==> src/rtl/idma_desc64_chain_walker.sv <==
// Descriptor chain walker: fetches 4x64-bit descriptors from memory, hands
// each one downstream and follows the next pointer until the end marker.
module idma_desc64_chain_walker #(
    parameter int unsigned          AddrWidth = 64,
    parameter logic [AddrWidth-1:0] EndMarker = '1
) (
    input  logic                 clk_i,
    input  logic                 rst_i,
    input  logic [AddrWidth-1:0] start_addr_i,
    input  logic                 start_valid_i,
    output logic                 start_ready_o,
    input  logic                 abort_i,
    output logic                 mem_req_o,
    output logic [AddrWidth-1:0] mem_addr_o,
    input  logic                 mem_gnt_i,
    input  logic                 mem_rvalid_i,
    input  logic [63:0]          mem_rdata_i,
    output logic [255:0]         desc_o,
    output logic                 desc_valid_o,
    input  logic                 desc_ready_i,
    output logic                 busy_o,
    output logic                 chain_done_o
);

    typedef enum logic [1:0] {
        IDLE    = 2'd0,
        FETCH   = 2'd1,
        HANDOFF = 2'd2,
        DRAIN   = 2'd3
    } state_e;

    state_e               state_q, state_d;
    logic [AddrWidth-1:0] base_q, base_d;
    logic [2:0]           issued_q, issued_d;
    logic [2:0]           received_q, received_d;
    logic                 chain_done_q, chain_done_d;
    logic                 store_word;
    logic [63:0]          word_q [4];
    logic [AddrWidth-1:0] next_ptr;

    // word1 of the descriptor carries the next pointer
    assign next_ptr     = word_q[1][AddrWidth-1:0];
    // request address walks the four words of the current descriptor; wraps modulo 2^AddrWidth
    assign mem_addr_o   = base_q + AddrWidth'({issued_q, 3'b000});
    assign desc_o       = {word_q[3], word_q[2], word_q[1], word_q[0]};
    assign busy_o       = (state_q != IDLE);
    assign chain_done_o = chain_done_q;

    // next-state, counter and handshake logic
    always_comb begin
        state_d       = state_q;
        base_d        = base_q;
        issued_d      = issued_q;
        received_d    = received_q;
        chain_done_d  = 1'b0;
        store_word    = 1'b0;
        start_ready_o = 1'b0;
        mem_req_o     = 1'b0;
        desc_valid_o  = 1'b0;

        unique case (state_q)
            IDLE: begin
                start_ready_o = 1'b1;
                // abort has priority over a coincident doorbell
                if (start_valid_i && !abort_i) begin
                    base_d     = {start_addr_i[AddrWidth-1:3], 3'b000};
                    issued_d   = 3'd0;
                    received_d = 3'd0;
                    state_d    = FETCH;
                end
            end
            FETCH: begin
                // abort suppresses the request in the same cycle so nothing new is issued
                mem_req_o = (issued_q < 3'd4) && !abort_i;
                if (mem_req_o && mem_gnt_i) begin
                    issued_d = issued_q + 3'd1;
                end
                if (mem_rvalid_i && (received_q < 3'd4)) begin
                    store_word = 1'b1;
                    received_d = received_q + 3'd1;
                end
                if (abort_i) begin
                    state_d = (received_d < issued_d) ? DRAIN : IDLE;
                end else if (received_d == 3'd4) begin
                    state_d = HANDOFF;
                end
            end
            HANDOFF: begin
                desc_valid_o = 1'b1;
                if (desc_ready_i) begin
                    if (next_ptr == EndMarker) begin
                        chain_done_d = 1'b1;
                        state_d      = IDLE;
                    end else begin
                        base_d     = {next_ptr[AddrWidth-1:3], 3'b000};
                        issued_d   = 3'd0;
                        received_d = 3'd0;
                        state_d    = FETCH;
                    end
                end else if (abort_i) begin
                    state_d = IDLE;
                end
            end
            DRAIN: begin
                // responses of an abandoned descriptor are counted but discarded
                if (mem_rvalid_i) begin
                    received_d = received_q + 3'd1;
                end
                if (received_d == issued_q) begin
                    state_d = IDLE;
                end
            end
            default: state_d = IDLE;
        endcase
    end

    // state, counters and descriptor word storage
    always_ff @(posedge clk_i) begin
        if (rst_i) begin
            state_q      <= IDLE;
            base_q       <= '0;
            issued_q     <= 3'd0;
            received_q   <= 3'd0;
            chain_done_q <= 1'b0;
            for (int i = 0; i < 4; i++) begin
                word_q[i] <= 64'd0;
            end
        end else begin
            state_q      <= state_d;
            base_q       <= base_d;
            issued_q     <= issued_d;
            received_q   <= received_d;
            chain_done_q <= chain_done_d;
            if (store_word) begin
                word_q[received_q[1:0]] <= mem_rdata_i;
            end
        end
    end

endmodule

==> config.mk <==
export PLATFORM = sky130hd
export DESIGN_NAME = idma_desc64_chain_walker
export DESIGN_NICKNAME = d
export VERILOG_FILES = /design/src/rtl/idma_desc64_chain_walker.sv
export SDC_FILE = /design/constraint.sdc
export NUM_CORES = 1
export LEC_CHECK = 0
export BUFFER_PORTS_ARGS = -buffer_cell sky130_fd_sc_hd__buf_2
export CORE_MARGIN = 1
export CORE_UTILIZATION = 30
export CTS_BUF_LIST = sky130_fd_sc_hd__clkbuf_4 sky130_fd_sc_hd__clkbuf_8
export DETAILED_ROUTE_END_ITERATION = 10
export PLACE_DENSITY = 0.59
export SYNTH_ARGS = -nofsm -noshare
export SYNTH_HDL_FRONTEND = slang
export SYNTH_SLANG_ARGS = --single-unit
==> constraint.sdc <==
create_clock -name clk_i -period 3.7 [get_ports clk_i]
set_input_delay 0.925 -clock clk_i [delete_from_list [all_inputs] [get_ports clk_i]]
set_output_delay 0.925 -clock clk_i [all_outputs]
set_load 0.05 [all_outputs]
# == Word-level counts from Yosys, hierarchy flattened ==
# Memories as Yosys holds them, arrays and structs flattened.
# Index checks and enable logic that the tools add are counted.
# word_totals
inputBits,135
ram_bits,256
memories,1
reg_bits,73
output_inout_bits,325
# memory_table
memory,depth,word_bits,read_ports,rd_clocked_by_memory_dff,wr,line_no,text
word_q,4,64,4,0,4,38,logic [63:0] word_q [4];
# op_classes
n_eq_ne,12
reduce_logical,15
bitwise_logic,2
order_cmp,3
addsub,3
n_mux,38
# ops
cell,n
two-way mux 64 bit,4
one-hot mux 64 bit (2 select lines),1
adder 64 x 6 -> 64 bit,1
equality test 64 bit (second input constant),1
OR reduction 64 bit,1
two-way mux 3 bit,9
two-way mux 2 bit,8
two-way mux 1 bit,13
one-hot mux 3 bit (4 select lines),1
AND reduction 4 bit,3
one-hot mux 3 bit (3 select lines),1
inequality test 2 bit (second input constant),4
one-hot mux 2 bit (4 select lines),1
adder 3 x 1 -> 3 bit (second input constant),2
< comparator 3 bit (second input constant),2
inequality test 3 bit (second input constant),2
equality test 2 bit (second input constant),2
logical AND 1 bit,4
nonzero test 2 bit,2
equality test 3 bit,1
equality test 3 bit (second input constant),1
< comparator 3 bit,1
AND reduction 3 bit,1
nonzero test 3 bit,1
5 further kinds,6

# == Logic depth before layout (Yosys ltp) ==
# logic_depth
word_depth,9
depth_mapped,10

# == Least setup slack after synthesis ==
# Ideal clock, no wire load.
# synth_timing
path_type,register -> output
start,register issued_q[0]
end,output mem_addr_o[27]
t_required_ns,2.775
slack_ns,0.082
stages_incl_launch_ff,7
arrival_time_ns,2.693
cell_sequence,dfxtp_1 > ha_1 > fa_1 > a21o_1 > nand4_2 > or4_2 > xnor2_1
# synth_between
elab_chain_cells,1
# synth_rtl
element,line_no,text
start: declaration,34,"logic [2:0] issued_q, issued_d;"
start signal: assignment,131,issued_q <= issued_d;
adder 64 x 6 -> 64 bit,44,"assign mem_addr_o = base_q + AddrWidth'({issued_q, 3'b000});"
end: declaration,14,"output logic [AddrWidth-1:0] mem_addr_o,"
# No other way between the ends.

# == Final worst setup path ==
# layout_timing
start,register issued_q[0]
end,output mem_addr_o[57]
# Same word-level chain as after synthesis.

==> summary.txt <==
Outcome - complete, but fails checks
Violated checks - setup timing
Leakage power - 8.48 nW
WL/cell - 22.6 microns
Clock latency on the worst-skew pair - 0.66 ns
Top cell by count, worst path - buf_12
Commonest non-fill, non-tap cell in the layout - buf_2
GRT Util Overall - 0.207
Crit path depth - 11
Cells after DPL - 2193
Syn Area/Cell - 12.5 sq um
Drt first pass iters - 5
Slowest cell on the critical path - dfxtp_2
Worst slew pin tran - 0.923 ns
Final Max Slew Viols - 0
Final setup margin - -0.0186 ns
Via density - 4.88
Crit path DAT - 2.79 ns
Register clock-pin slew on the reported worst setup and hold paths - 0.07 ns
Port Buffers - 453
Pwr dens - 632 nW/um^2
Total Routed Length - 52.3 mm
First-pass GRT wire length - 75.2 mm
Io pins - 460
Num Clock Sinks - 326
Buf/Inv on CP - 3
Worst path cell trace - ha_4, fa_2, a21o_1, nand4_4, nor2_4, buf_12, and2_4, buf_6, and4_4, xor2_4, buf_12
Layout area overhead - 34.5%
Final nets - 1787
Non-Filler Instances - 2314
Post-synthesis cell type count - 54
Hold path cells - 2
Number of enable flip-flop cells after synthesis - 256
CORE AREA - 47600 sq um
Yosys warning count - 0
Initial antenna violation count - 10
DRT iter0 DRCs - 851
Number of synthesized register bits - 326
Post-CTS Hold Fix Bufs - 0
Mapped cell area - 14500 sq um
Cells after synthesis - 1155
Gpl congestion - 0.817
Initial core utilization - 0.304
Chip Height - 222 microns
Fin crit share - 1.01
Final hold vios - 0
Post-route ant nets - 0
Row count - 80
Unrepaired setup endpoints after global routing - true
CTS buffer count - 56
GR Overflow Total - 0
Pin count of the biggest net entering global routing - 65
F_max - 269 MHz
Largest delay share family, worst path - simple AND/OR/NAND/NOR gates
Worst R2R Path Depth - 7
WS Path Type - flop to primary output
Remaining DRCs - 0
Fin crit period - 3.72 ns
Clock root buffer - clkbuf_8
Vias in the first global route - 11400
Critical path endpoint category - primary output
Clk buf depth - 3
Die footprint - 49100 sq um
CP max stage delay - 0.36 ns
Vias - 11300
Final setup fails - 1
Share of post-route cells with drive strength above 1 - 0.402
Final Skew - 0.0386 ns
Clock tree from TritonCTS - done
Final core utilization - 0.408
Most used DFF post-synth - edfxtp_1
Startpoint Class - flop
Fraction of registers with async set/reset - 0
Die width - 222 microns
H-tree Lvls - 2
VDD IR max - 0.000299 V
Required @ worst endpoint - 2.77 ns
Most frequent cells in the layout - buf_2 (416), and2_1 (257), edfxtp_1 (256)
Worst slew margin - 0.379
Max-cap viol count - 0
Min-delay worst type - flop to flop
Place WS - 0.297 ns
DP Wirelength - 36.6 mm
Final TNS setup - -0.0186 ns
Crit path max fanout - 5
Register area share after synthesis - 0.628
metal layers:
metal,part of all wire,vias to the layer above,GRT usage
li1,-,5186,-
met1,0.41,5534,0.254
met2,0.48,476,0.347
met3,0.073,98,0.0595
met4,0.030,8,0.0735
met5,0.00097,-,0
kinds of logic after synthesis:
family	share of synthesized area
AND/OR/NAND/NOR	0.188
flip-flops	0.628
AO/OA/AOI/OAI	0.0671
buffers and inverters	0.0251
XOR/XNOR	0.0405
multiplexers	0.0437
adder cells (fa/ha/maj)	0.00744
other	0.000259
sequential cells by signal, summed over array words and instances, names as in the netlist:
signal	count
state_q	2
base_q	61
word_q	256
received_q	3
chain_done_o	1
issued_q	3
timing repair:
| action | in CTS | in global routing |
|---|---|---|
| setup endpoints to repair | 38 | 38 |
| pin swaps | 7 | 12 |
| gates resized for setup | 60 | 59 |
| buffers inserted | 5 | 3 |
metrics by stage:
step | power (W) | hold slack, ns | instance area (sq um)
6_report | 0.0123 | 0.522 | 19500
3_3_place_gp | 0.00850 | 0.513 | 17700
3_5_place_dp | 0.00854 | 0.521 | 17700
4_1_cts | 0.0123 | 0.513 | 19200
5_1_grt | 0.0128 | 0.537 | 19500
2_1_floorplan | 0.00739 | 0.487 | 14500
final timing paths:
check / slack (ns) / from / end
setup / recovery: -0.02 / issued_q[0] / mem_addr_o[57]
hold / removal: 0.52 / base_q[47] / base_q[47]
setup reg to reg: 0.76 / word_q[1][43] / base_q[32]
hold reg to reg: 0.52 / base_q[47] / base_q[47]
cell usage after synthesis (all sizes together) (21+ instances only):
cell type	number	area share
a211oi	62	0.032
a21oi	71	0.025
and2	259	0.11
buf	21	0.0080
clkbuf	51	0.013
dfxtp	70	0.097
edfxtp	256	0.53
mux2i	62	0.043
nand2	30	0.0078
nand3	35	0.013
nand4	38	0.017
nor2	32	0.0088
xnor2	47	0.028
worst reg2reg max path: stages, from the launching register on:
cell and delay (ns):
edfxtp_1 0.53, nand4_1 0.19, nor4_1 0.62, nand4_1 0.33
a21oi_1 0.40, nor3_2 0.11, buf_4 0.33, a211oi_1 0.33
layout make-up:
type | count | area, sq um
antenna | 7 | 17.5
clock buffer | 84 | 1000
clock inverter | 22 | 239
fill | 4664 | 28200
inverter | 14 | 52.6
multi-input combinational | 745 | 5310
sequential | 326 | 9110
tap | 615 | 769
timing repair buffer | 501 | 2950
power by group:
| part | switching, W | internal (W) |
|---|---|---|
| Combinational | 0.00269 | 0.00114 |
| Sequential | 0.000437 | 0.00439 |
| Clock | 0.00156 | 0.00208 |
| Total | 0.00469 | 0.00761 |
Note: power is estimated with default switching activity, not from simulation.
